<file path="src/rtl/arith_pkg.sv">
// Shared definitions for the pipelined arithmetic unit: opcodes, status bit
// positions and the issue state machine encoding.
package arith_pkg;

    localparam logic [6:0] OP_NOP = 7'd0;
    localparam logic [6:0] OP_ADD = 7'd1;
    localparam logic [6:0] OP_SUB = 7'd2;
    localparam logic [6:0] OP_MUL = 7'd3;

    localparam int unsigned ST_OVF = 1;
    localparam int unsigned ST_UNF = 0;

    typedef enum logic {
        ST_IDLE,
        ST_MUL_BUSY
    } state_e;

endpackage

</file>
<file path="src/rtl/arith_mul_iter.sv">
// Iterative shift-add multiplier retiring MUL_BITS multiplier bits per cycle.
// The start cycle performs the first step, and done_o/product_o reflect the
// step being taken in the current cycle, so the caller can register the result
// on the same edge that completes it.
module arith_mul_iter #(
    parameter int unsigned WIDTH    = 16,
    parameter int unsigned MUL_BITS = 1
) (
    input  logic                 clock_i,
    input  logic                 reset_i,
    input  logic                 start_i,
    input  logic [WIDTH-1:0]     mcand_i,
    input  logic [WIDTH-1:0]     mplier_i,
    output logic                 done_o,
    output logic [2*WIDTH-1:0]   product_o
);

    localparam int unsigned Steps = WIDTH / MUL_BITS;
    localparam int unsigned CntW  = $clog2(Steps + 1);
    localparam logic [CntW-1:0] StepsCnt = CntW'(Steps);
    localparam logic [CntW-1:0] OneCnt   = CntW'(1);

    logic                 busy_q, busy_d;
    logic [2*WIDTH-1:0]   acc_q, acc_d;
    logic [2*WIDTH-1:0]   mcand_q, mcand_d;
    logic [WIDTH-1:0]     mplier_q, mplier_d;
    logic [CntW-1:0]      cnt_q, cnt_d;

    logic                 active;
    logic [2*WIDTH-1:0]   src_acc, src_mcand, step_acc;
    logic [WIDTH-1:0]     src_mplier;
    logic [CntW-1:0]      src_cnt;

    always_comb begin
        active     = start_i | busy_q;
        // A start bypasses the registers so the first step happens at issue.
        src_acc    = start_i ? '0 : acc_q;
        src_mcand  = start_i ? {{WIDTH{1'b0}}, mcand_i} : mcand_q;
        src_mplier = start_i ? mplier_i : mplier_q;
        src_cnt    = start_i ? StepsCnt : cnt_q;

        step_acc = src_acc;
        for (int i = 0; i < int'(MUL_BITS); i++) begin
            if (src_mplier[i]) begin
                step_acc = step_acc + (src_mcand << i);
            end
        end

        busy_d   = busy_q;
        acc_d    = acc_q;
        mcand_d  = mcand_q;
        mplier_d = mplier_q;
        cnt_d    = cnt_q;
        if (active) begin
            acc_d    = step_acc;
            mcand_d  = src_mcand << MUL_BITS;
            mplier_d = src_mplier >> MUL_BITS;
            cnt_d    = src_cnt - OneCnt;
            busy_d   = (src_cnt != OneCnt);
        end

        done_o    = active && (src_cnt == OneCnt);
        product_o = step_acc;
    end

    always_ff @(posedge clock_i) begin
        if (reset_i) begin
            busy_q   <= 1'b0;
            acc_q    <= '0;
            mcand_q  <= '0;
            mplier_q <= '0;
            cnt_q    <= '0;
        end else begin
            busy_q   <= busy_d;
            acc_q    <= acc_d;
            mcand_q  <= mcand_d;
            mplier_q <= mplier_d;
            cnt_q    <= cnt_d;
        end
    end

endmodule

</file>
<file path="src/rtl/arith_unit_pipe.sv">
// Arithmetic unit between operand fetch and register write-back: single-cycle
// add/sub, iterative multiply with issue back-pressure, registered results.
module arith_unit_pipe
    import arith_pkg::*;
#(
    parameter int unsigned WIDTH    = 16,
    parameter int unsigned ADDR_W   = 5,
    parameter int unsigned MUL_BITS = 1
) (
    input  logic              clock_i,
    input  logic              reset_i,
    input  logic              enable_i,
    output logic              ready_o,
    input  logic              isWb_i,
    input  logic [ADDR_W-1:0] wbAddress_i,
    input  logic [6:0]        opCode_i,
    input  logic [WIDTH-1:0]  pOperand_i,
    input  logic [WIDTH-1:0]  sOperand_i,
    output logic              valid_o,
    output logic              wbEnable_o,
    output logic [ADDR_W-1:0] wbAddress_o,
    output logic [WIDTH-1:0]  wbData_o,
    output logic [1:0]        statusWriteback_o
);

    state_e              state_q, state_d;
    logic                valid_q, valid_d;
    logic                wb_en_q, wb_en_d;
    logic [ADDR_W-1:0]   wb_addr_q, wb_addr_d;
    logic [WIDTH-1:0]    wb_data_q, wb_data_d;
    logic [1:0]          status_q, status_d;
    logic                mul_wb_q, mul_wb_d;
    logic [ADDR_W-1:0]   mul_addr_q, mul_addr_d;

    logic                issue;
    logic                mul_start;
    logic                mul_done;
    logic [2*WIDTH-1:0]  mul_product;
    logic [WIDTH:0]      sum;
    logic [WIDTH-1:0]    diff;

    assign ready_o   = (state_q == ST_IDLE);
    assign issue     = enable_i & ready_o;
    assign mul_start = issue && (opCode_i == OP_MUL);
    assign sum       = {1'b0, pOperand_i} + {1'b0, sOperand_i};
    assign diff      = pOperand_i - sOperand_i;

    arith_mul_iter #(
        .WIDTH    (WIDTH),
        .MUL_BITS (MUL_BITS)
    ) u_mul (
        .clock_i   (clock_i),
        .reset_i   (reset_i),
        .start_i   (mul_start),
        .mcand_i   (pOperand_i),
        .mplier_i  (sOperand_i),
        .done_o    (mul_done),
        .product_o (mul_product)
    );

    always_comb begin
        state_d    = state_q;
        valid_d    = 1'b0;
        wb_en_d    = 1'b0;
        wb_addr_d  = wb_addr_q;
        wb_data_d  = wb_data_q;
        status_d   = status_q;
        mul_wb_d   = mul_wb_q;
        mul_addr_d = mul_addr_q;

        unique case (state_q)
            ST_IDLE: begin
                if (issue) begin
                    case (opCode_i)
                        OP_ADD: begin
                            valid_d          = 1'b1;
                            wb_en_d          = isWb_i;
                            wb_addr_d        = wbAddress_i;
                            wb_data_d        = sum[WIDTH-1:0];
                            status_d         = '0;
                            status_d[ST_OVF] = sum[WIDTH];
                        end
                        OP_SUB: begin
                            valid_d          = 1'b1;
                            wb_en_d          = isWb_i;
                            wb_addr_d        = wbAddress_i;
                            wb_data_d        = diff;
                            status_d         = '0;
                            status_d[ST_UNF] = (sOperand_i > pOperand_i);
                        end
                        OP_MUL: begin
                            mul_wb_d   = isWb_i;
                            mul_addr_d = wbAddress_i;
                            // Only a single-step multiply finishes at issue.
                            if (mul_done) begin
                                valid_d          = 1'b1;
                                wb_en_d          = isWb_i;
                                wb_addr_d        = wbAddress_i;
                                wb_data_d        = mul_product[WIDTH-1:0];
                                status_d         = '0;
                                status_d[ST_OVF] = |mul_product[2*WIDTH-1:WIDTH];
                            end else begin
                                state_d = ST_MUL_BUSY;
                            end
                        end
                        default: ;
                    endcase
                end
            end
            ST_MUL_BUSY: begin
                if (mul_done) begin
                    state_d          = ST_IDLE;
                    valid_d          = 1'b1;
                    wb_en_d          = mul_wb_q;
                    wb_addr_d        = mul_addr_q;
                    wb_data_d        = mul_product[WIDTH-1:0];
                    status_d         = '0;
                    status_d[ST_OVF] = |mul_product[2*WIDTH-1:WIDTH];
                end
            end
            default: state_d = ST_IDLE;
        endcase
    end

    always_ff @(posedge clock_i) begin
        if (reset_i) begin
            state_q    <= ST_IDLE;
            valid_q    <= 1'b0;
            wb_en_q    <= 1'b0;
            wb_addr_q  <= '0;
            wb_data_q  <= '0;
            status_q   <= '0;
            mul_wb_q   <= 1'b0;
            mul_addr_q <= '0;
        end else begin
            state_q    <= state_d;
            valid_q    <= valid_d;
            wb_en_q    <= wb_en_d;
            wb_addr_q  <= wb_addr_d;
            wb_data_q  <= wb_data_d;
            status_q   <= status_d;
            mul_wb_q   <= mul_wb_d;
            mul_addr_q <= mul_addr_d;
        end
    end

    assign valid_o           = valid_q;
    assign wbEnable_o        = wb_en_q;
    assign wbAddress_o       = wb_addr_q;
    assign wbData_o          = wb_data_q;
    assign statusWriteback_o = status_q;

endmodule
</file>
<file path="config.mk">
export PLATFORM = sky130hd
export DESIGN_NAME = arith_unit_pipe
export DESIGN_NICKNAME = d
export VERILOG_FILES = /design/src/rtl/arith_pkg.sv /design/src/rtl/arith_mul_iter.sv /design/src/rtl/arith_unit_pipe.sv
export SDC_FILE = /design/constraint.sdc
export NUM_CORES = 1
export LEC_CHECK = 0
export ABC_AREA = 1
export CORE_AREA = 2 2 116 175
export DETAILED_ROUTE_END_ITERATION = 10
export DIE_AREA = 0 0 118 177
export PLACE_DENSITY = 0.65
export SKIP_LAST_GASP = 1
export SYNTH_ARGS = -nofsm -noshare
export SYNTH_HDL_FRONTEND = slang
export SYNTH_SLANG_ARGS = --single-unit
</file>
<file path="constraint.sdc">
create_clock -name clock_i -period 4.6 [get_ports clock_i]
set_input_delay 0.92 -clock clock_i [delete_from_list [all_inputs] [get_ports clock_i]]
set_output_delay 0.92 -clock clock_i [all_outputs]
set_load 0.1 [all_outputs]
</file>
==> results list, run 1 <==
- The flow ran to the end, and the final reports show no timing, DRC or antenna violations.
- Post-DP HPWL: 24.3 mm
* Length of the first detailed-routing pass in iterations: 6
- Measured on the finished design, the core utilization comes to 59.3%.
- On the worst path, the slowest cell contributes a delay of 0.44 ns.
- Final count of hold timing violations: 0
* Maximum VDD drop: 0.252 mV
- The critical path contains buffers and inverters numbering 5 combined.
* Clock tree buffer depth: 2
- Syn Inst Count: 1613
* Start point of the critical path: opCode_i[6]
* Inserted Diodes: 0
- For this run, the total global-route usage over all layers was measured as 31.3%.
- The via count of the first global-routing pass is 10200.
- The total overflow left after global routing is 0.
- Number of warning messages in the yosys log: 0
* Clock-pin transition on the worst setup and hold timing paths: 0.06 ns
- TritonCTS clock tree: done
* FFs w/ async S/R, synth: 0%
- After detailed placement, the total cell area comes to 10900 um2.
- Worst-case headroom to the max-slew limit: 33.4%
- Horizontal extent of the die: 118 um
- In this run the worst hold path is classified as flip-flop to flip-flop.
- Switching share of total power: 26.5%
* TritonCTS sink count: 116
- After detailed routing, the number of vias per cell comes to 5.18.
* Commonest non-fill, non-tap cells in the layout: 509 x sky130_fd_sc_hd__nand2_1, 291 x sky130_fd_sc_hd__inv_1, 131 x sky130_fd_sc_hd__nor2_1
- Number of cells traversed by the worst register-to-register path: 24
* Internal power: 0.00208 W
* Family of cells with the greatest summed delay on the critical path: simple AND/OR/NAND/NOR gates
* Post-cts resize count: 0
* Placeable core region: 19500 um2
- After layout, the worst path uses 92.3% of the clock period.
* Cell variety after synth: 54
* Ratio of cells with drive above 1 in the final layout: 8.84%
- Yosys mapped a number of flops with a built-in enable equal to 0.
* Data arrival, critical path: 4.54 ns
- Detailed router's first-iteration violation count: 655
- The tightest hold path in the finished design has a slack of 0.462 ns.
- Layout Nets: 1833
* Post-detailed-route count of antenna-violating nets: 0
* Cell with the largest stage delay on the worst path: sky130_fd_sc_hd__clkdlybuf4s50_1
* Startpoint Class: input port
- At the pin with the least slew margin, the transition time is 0.995 ns.
- Flip-flop and latch count after synthesis: 116
- I/O pin count: 74
* I/O Buffers: 73
- Area Growth Syn to Fin: 20.8%
* Share of total power in combinational logic: 12.5%
* Routed WL: 31.6 mm
- Worst clock skew: 0.0101 ns
- Routability-driven placement finished with a final weighted congestion of 0.991.
- Design area: 11500 um2
* Root cell of the clock tree: sky130_fd_sc_hd__clkbuf_16
- After floorplanning, the core was divided into 63 placement rows.
- Leaving out fill and tap cells, the most frequent cell in the layout is sky130_fd_sc_hd__nand2_1.
- Antenna violations before repair: 0
* Library cell with the largest summed area after synthesis: sky130_fd_sc_hd__dfxtp_1
* Cell area after technology mapping: 9550 um2
- Via total after detailed routing: 10300
- The initial utilization of the core area, before any placement, comes to 49.1%.
- Among the stages of the critical path, the cell type that occurs most often is sky130_fd_sc_hd__nand2_1.
* Leakage dissipation: 5.96 nW
- Post-synthesis sequential area ratio: 24.3%
- The worst path in the final design needs a cycle of 4.25 ns, including I/O delays and setup.
* Data required time of the worst path: 4.89 ns
* Residual DRC count: 0
- Die area: 20900 um2
* Largest net degree at the start of global routing: 53
- In this run the number of cells on the critical path is 25.
* Die Y: 177 um
- R2r startpoint: state_q
- Clock latency on the worst-skew pair: 0.44 ns
* Setup-failing EPs final: 0
- The most critical setup path has its endpoint at statusWriteback_o[1].
* DR WL/cell: 15.9 um
- STA classifies the critical path endpoint as a flip-flop.
- Synthesis produced a netlist with a net count of 1728.
- The share of total power dissipated in the clock network is 51.6%.
- Switching power summed over all nets: 0.000747 W
- Deepest level of the CTS H-tree: 4
- Setup repair after global routing left no endpoint under its margin.
- Counting the buffers created by CTS gives 17.
* Startpoint-to-endpoint class of the critical path: input port to flip-flop
- Dividing total power by cell area gives a power density of 245 nW/um2.
- Sequential group share of total power: 35.9%
- The total count of max-transition violations in the final report was 0.
- Wire length of the first global-routing pass: 51.5 mm
* Number of buffers added for setup after CTS: 0
* Maximum capacitance violations: 0
- Fmax: 236 MHz
* Most frequently used flop master after synthesis: sky130_fd_sc_hd__dfxtp_1
- Of all nets on the critical path, the largest fanout is 41.
- Top-area cell type share of the netlist area: 24.3%
- Endpoint of the lowest-slack register-to-register path: statusWriteback_o[1]
- Mapped Avg Cell Area: 5.92 um2
- Hold repair after CTS inserted 0 buffers.
* Flop-to-flop setup slack: 1.04 ns
- Ranking of synthesized cells by area: sky130_fd_sc_hd__dfxtp_1 24%, sky130_fd_sc_hd__nand2_1 20%, sky130_fd_sc_hd__inv_1 11%
## worst min-delay path by stage
stage / end / start / slack [ns] / cells past startpoint
final: u_mul.mcand_q[29] / u_mul.mcand_q[29] / 0.46 / 2
after global routing: wbData_o[3] / wbData_o[3] / 0.49 / 2
after CTS: u_mul.mcand_q[29] / u_mul.mcand_q[29] / 0.47 / 2
after detailed placement: u_mul.mcand_q[28] / u_mul.mcand_q[28] / 0.46 / 2
after global placement: u_mul.mcand_q[24] / u_mul.mcand_q[24] / 0.45 / 2
after floorplan: u_mul.mcand_q[19] / u_mul.mcand_q[19] / 0.44 / 2
## power by group through the flow
stage | combinational [W] | clock [W] | sequential [W]
3_5_place_dp | 0.000348 | 0 | 0.00103
4_1_cts | 0.000350 | 0.00147 | 0.00101
5_1_grt | 0.000392 | 0.00151 | 0.00101
6_report | 0.000353 | 0.00146 | 0.00101
2_1_floorplan | 0.000205 | 0 | 0.00105
3_3_place_gp | 0.000347 | 0 | 0.00103
## kinds of logic after synthesis
family                   Yosys count  share of synthesized area, %
XOR/XNOR                          11                          1.01
other                              1                        0.0393
adder cells (fa/ha/maj)           67                          9.01
buffers and inverters            359                          14.6
AND/OR/NAND/NOR                  773                          33.3
flip-flops                       116                          24.3
AO/OA/AOI/OAI                    286                          17.7
## registers in the layout (all words and copies together), names as in the netlist
name and flops:
u_mul.acc_q 32, u_mul.mcand_q 31, wbData_o 16, u_mul.mplier_q 15, mul_addr_q 5, u_mul.cnt_q 5, wbAddress_o 5, statusWriteback_o 2
mul_wb_q 1, state_q 1, u_mul.busy_q 1, valid_o 1, wbEnable_o 1
## metrics by stage
step                      worst slack [ns]  cells  TNS, ns  total power (W)
after floorplan                      0.637   1613        0          0.00125
after global placement             0.00514   1959        0          0.00138
after detailed placement           -0.0653   1959  -0.0653          0.00138
after CTS                            0.392   1991        0          0.00284
after global routing                0.0818   1991        0          0.00292
final                                0.355   1991        0          0.00282
## layout make-up
type / instances / area [um2]
timing repair buffer: 145 / 1290
inverter: 300 / 1130
fill: 2060 / 7930
multi-input combinational: 1138 / 5840
sequential: 116 / 2320
clock buffer: 19 / 453
clock inverter: 13 / 181
tap: 260 / 325
## metal layers
metal / up-vias / routed length (um) / GRT usage [%]
met1: 4716 / 12500 / 33.1
met2: 249 / 16500 / 59.1
met3: 75 / 1130 / 5.44
met4: 0 / 1470 / 15.6
li1: 5278 / - / -
met5: - / 0 / 0
## worst min-delay path, delay by kind of cell (launching register included)
kind             cells  cell delay (ns)
flip-flops           1             0.30
AND/OR/NAND/NOR      1             0.06
AO/OA/AOI/OAI        1             0.05
## cells in the mapped netlist, types with 22 or more instances
master                     instances
sky130_fd_sc_hd__clkbuf_1         36
sky130_fd_sc_hd__nand2_1         509
sky130_fd_sc_hd__dfxtp_1         116
sky130_fd_sc_hd__inv_1           292
sky130_fd_sc_hd__a21oi_1          85
sky130_fd_sc_hd__a31oi_1          22
sky130_fd_sc_hd__ha_1             64
sky130_fd_sc_hd__nor2_1          131
sky130_fd_sc_hd__o211ai_1         24
sky130_fd_sc_hd__nand3_1          84
sky130_fd_sc_hd__o21ai_0          90
Note: power is estimated with default switching activity, not from simulation.
==> run 2: changes to the inputs <==
REMOVE_ABC_BUFFERS = 1   (was not set)
==> results list, run 2 (synthesis gave the netlist of run 1 again) <==
* Pins over their slew limit: 0 (unchanged)
- The remaining number of nets flagged by the antenna check after routing was 0 (unchanged).
- The initial core utilization was 49.1% (unchanged).
- Final period util: 91.2% (was 92.3%)
* DR WL/cell: 15.7 um (was 15.9 um)
* Number of buffers added for setup after CTS: 0 (unchanged)
* Worst min-delay path class: flip-flop to flip-flop (unchanged)
- Data required time of the worst path: 4.91 ns (was 4.89 ns)
- Placeable core region: 19500 um2 (unchanged)
* Routed WL: 31.0 mm (was 31.6 mm)
* Gr usage total: 30.2% (was 31.3%)
- The synthesis-to-finish area growth is 19.0% (was 20.8%).
- Rows: 63 (unchanged)
* Layout Nets: 1813 (was 1833)
- Ratio of cells with drive above 1 in the final layout: 7.83% (was 8.84%)
* Via total after detailed routing: 10200 (was 10300)
- Flip-flop count of the largest register after layout: 32 (unchanged)
- Placed inst area: 10800 um2 (was 10900 um2)
- The slowest cell on the critical path is sky130_fd_sc_hd__clkdlybuf4s50_1 (unchanged).
- The detailed placer's ending HPWL is 23.9 mm (was 24.3 mm).
* Kind of capture point of the worst setup path: flip-flop (unchanged)
- The clock skew after layout came to 0.0101 ns (about the same).
- Data arrival, critical path: 4.50 ns (was 4.54 ns)
- The relative max-transition margin came to 30.6% (was 33.4%).
* Length of the first detailed-routing pass in iterations: 5 (was 6)
- TritonCTS sink count: 116 (unchanged)
- Gp weighted congestion: 0.935 (was 0.991)
* Post-layout util: 58.4% (was 59.3%)
* Residual DRC count: 0 (unchanged)
- Maximum VDD drop: 0.200 mV (was 0.252 mV)
* Total area of sequential cells: 2320 um2 (about the same)
* Detailed router's first-iteration violation count: 492 (was 655)
* Reg with most FFs: u_mul.acc_q (unchanged)
- Fmax: 238 MHz (was 236 MHz)
* Die Y: 177 um (unchanged)
- The maximum number of pins on one net before global-route repair came to 48 (was 53).
* Most common cell after layout, fill and taps aside: sky130_fd_sc_hd__nand2_1 (unchanged)
- Number of vias per cell: 5.19 (was 5.18)
- Post-CTS Hold Buffers: 0 (unchanged)
* Startpoint-to-endpoint class of the critical path: input port to flip-flop (unchanged)
- The root buffer selected by CTS is sky130_fd_sc_hd__clkbuf_16 (unchanged).
- I/O pin count: 74 (unchanged)
* Leakage dissipation: 5.85 nW (was 5.96 nW)
* CP dominant cell by count: sky130_fd_sc_hd__nand2_1 (unchanged)
- The via count of the first global-routing pass was 9941 (was 10200).
- The kind of launch point of the worst setup path is an input port (unchanged).
- Die area: 20900 um2 (unchanged)
- GRT Residual Overflow: 0 (unchanged)
- The clock tree from TritonCTS is done (unchanged).
* Clock-pin transition on the worst setup and hold timing paths: 0.06 ns (about the same)
- The count of buffering cells on the critical path with inverters included is 5 (unchanged).
- Horizontal extent of the die: 118 um (unchanged)
- The multi-input combinational cell area was 5840 um2 (unchanged).
- Maximum capacitance violations: 0 (unchanged)
- The worst-skew pair later-pin latency is 0.43 ns (was 0.44 ns).
* Post-cts resize count: 0 (unchanged)
- The count of endpoints failing hold in the final timing report is 0 (unchanged).
- Commonest non-fill, non-tap cells in the layout: 509 x sky130_fd_sc_hd__nand2_1, 291 x sky130_fd_sc_hd__inv_1, 131 x sky130_fd_sc_hd__nor2_1 (unchanged)
- The cell family contributing the most delay on the critical path is simple AND/OR/NAND/NOR gates (unchanged).
- Clock tree buffer depth: 2 (unchanged)
- The largest fanout of any net on the critical path is 34 (was 41).
* I/O Buffers: 73 (unchanged)
- Setup repair after global routing missed its margin: no (unchanged).
* Status: complete, no violations (unchanged)
- The final critical delay including setup and external delays came to 4.19 ns (was 4.25 ns).
- The slew at the pin closest to its max-slew limit is 1.04 ns (was 0.995 ns).
- The power density over the cells came to 237 nW/um2 (was 245 nW/um2).
- The number of setup violations in the final report is 0 (unchanged).
- Total clock buffers created by CTS: 17 (unchanged)
- The cell area after layout came to 11400 um2 (was 11500 um2).
- The number of antenna violations at the first check in global routing was 0 (unchanged).
- Fill count: 2032 (was 2060)
* Wire length of the first global-routing pass: 49.3 mm (was 51.5 mm)
- Maximum single-stage delay on the critical path: 0.53 ns (was 0.44 ns)
- Inserted Diodes: 0 (unchanged)
* Deepest level of the CTS H-tree: 4 (unchanged)
[run 2: changes by cell type in the layout (fill, tap and decap cells not counted), sizes merged]
cell	change
clkbuf	+1
bufinv	-2
buf	-20
clkinvlp	-2
inv	+3
[run 2: path summary, 6_finish.rpt]
kind | startpoint | to | slack [ns] | cells past startpoint
max | opCode_i[0] | statusWriteback_o[1] | 0.41 | 28
min | u_mul.mcand_q[22] | u_mul.mcand_q[22] | 0.46 | 2
min reg2reg | u_mul.mcand_q[22] | u_mul.mcand_q[22] | 0.46 | 2
max reg2reg | state_q | statusWriteback_o[1] | 1.17 | 26
[run 2: final cells by class]
class / count / share of cell area (%)
clock buffer: 20 / 4.02
clock inverter: 12 / 1.13
inverter: 300 / 9.92
multi-input combinational: 1138 / 51.4
sequential: 116 / 20.4
tap: 260 / 2.86
timing repair buffer: 125 / 10.3
[run 2: metal layers]
layer  vias up  global-route usage [%]  share of wire [%]
met3        85                    4.32                3.2
met4         0                    18.0                5.6
li1       5245                       -                  -
met5         -                       0                  0
met2       253                    57.3                 52
met1      4641                    31.2                 39
[run 2: per-stage QoR]
step	TNS [ns]	hold slack (ns)	total power [W]	setup slack [ns]	cells
after floorplan	-7.88	0.435	0.00124	-0.259	1554
after global placement	0	0.449	0.00137	0.0774	1939
after detailed placement	0	0.452	0.00138	0.0250	1939
after CTS	0	0.461	0.00271	0.460	1971
after global routing	0	0.483	0.00279	0.0858	1971
final	0	0.457	0.00270	0.406	1971
[run 2: tightest hold or removal path, stage by stage (launching register included)]
cell and delay (ns):
sky130_fd_sc_hd__dfxtp_1 0.30, sky130_fd_sc_hd__nand2_1 0.06, sky130_fd_sc_hd__a21oi_1 0.05
[run 2: power breakdown]
part / leakage (nW) / switching [W] / internal, W
sequential: 0.935 / 0.00000310 / 0.00101
combinational: 4.64 / 0.000213 / 0.000133
clock: 0.283 / 0.000516 / 0.000825
total: 5.85 / 0.000732 / 0.00197
==> run 3: changes to the inputs <==
SLEW_MARGIN = 20   (was not set)
==> results of run 3 <==
No change in the layout: final DEF, timing and power equal those of run 2.
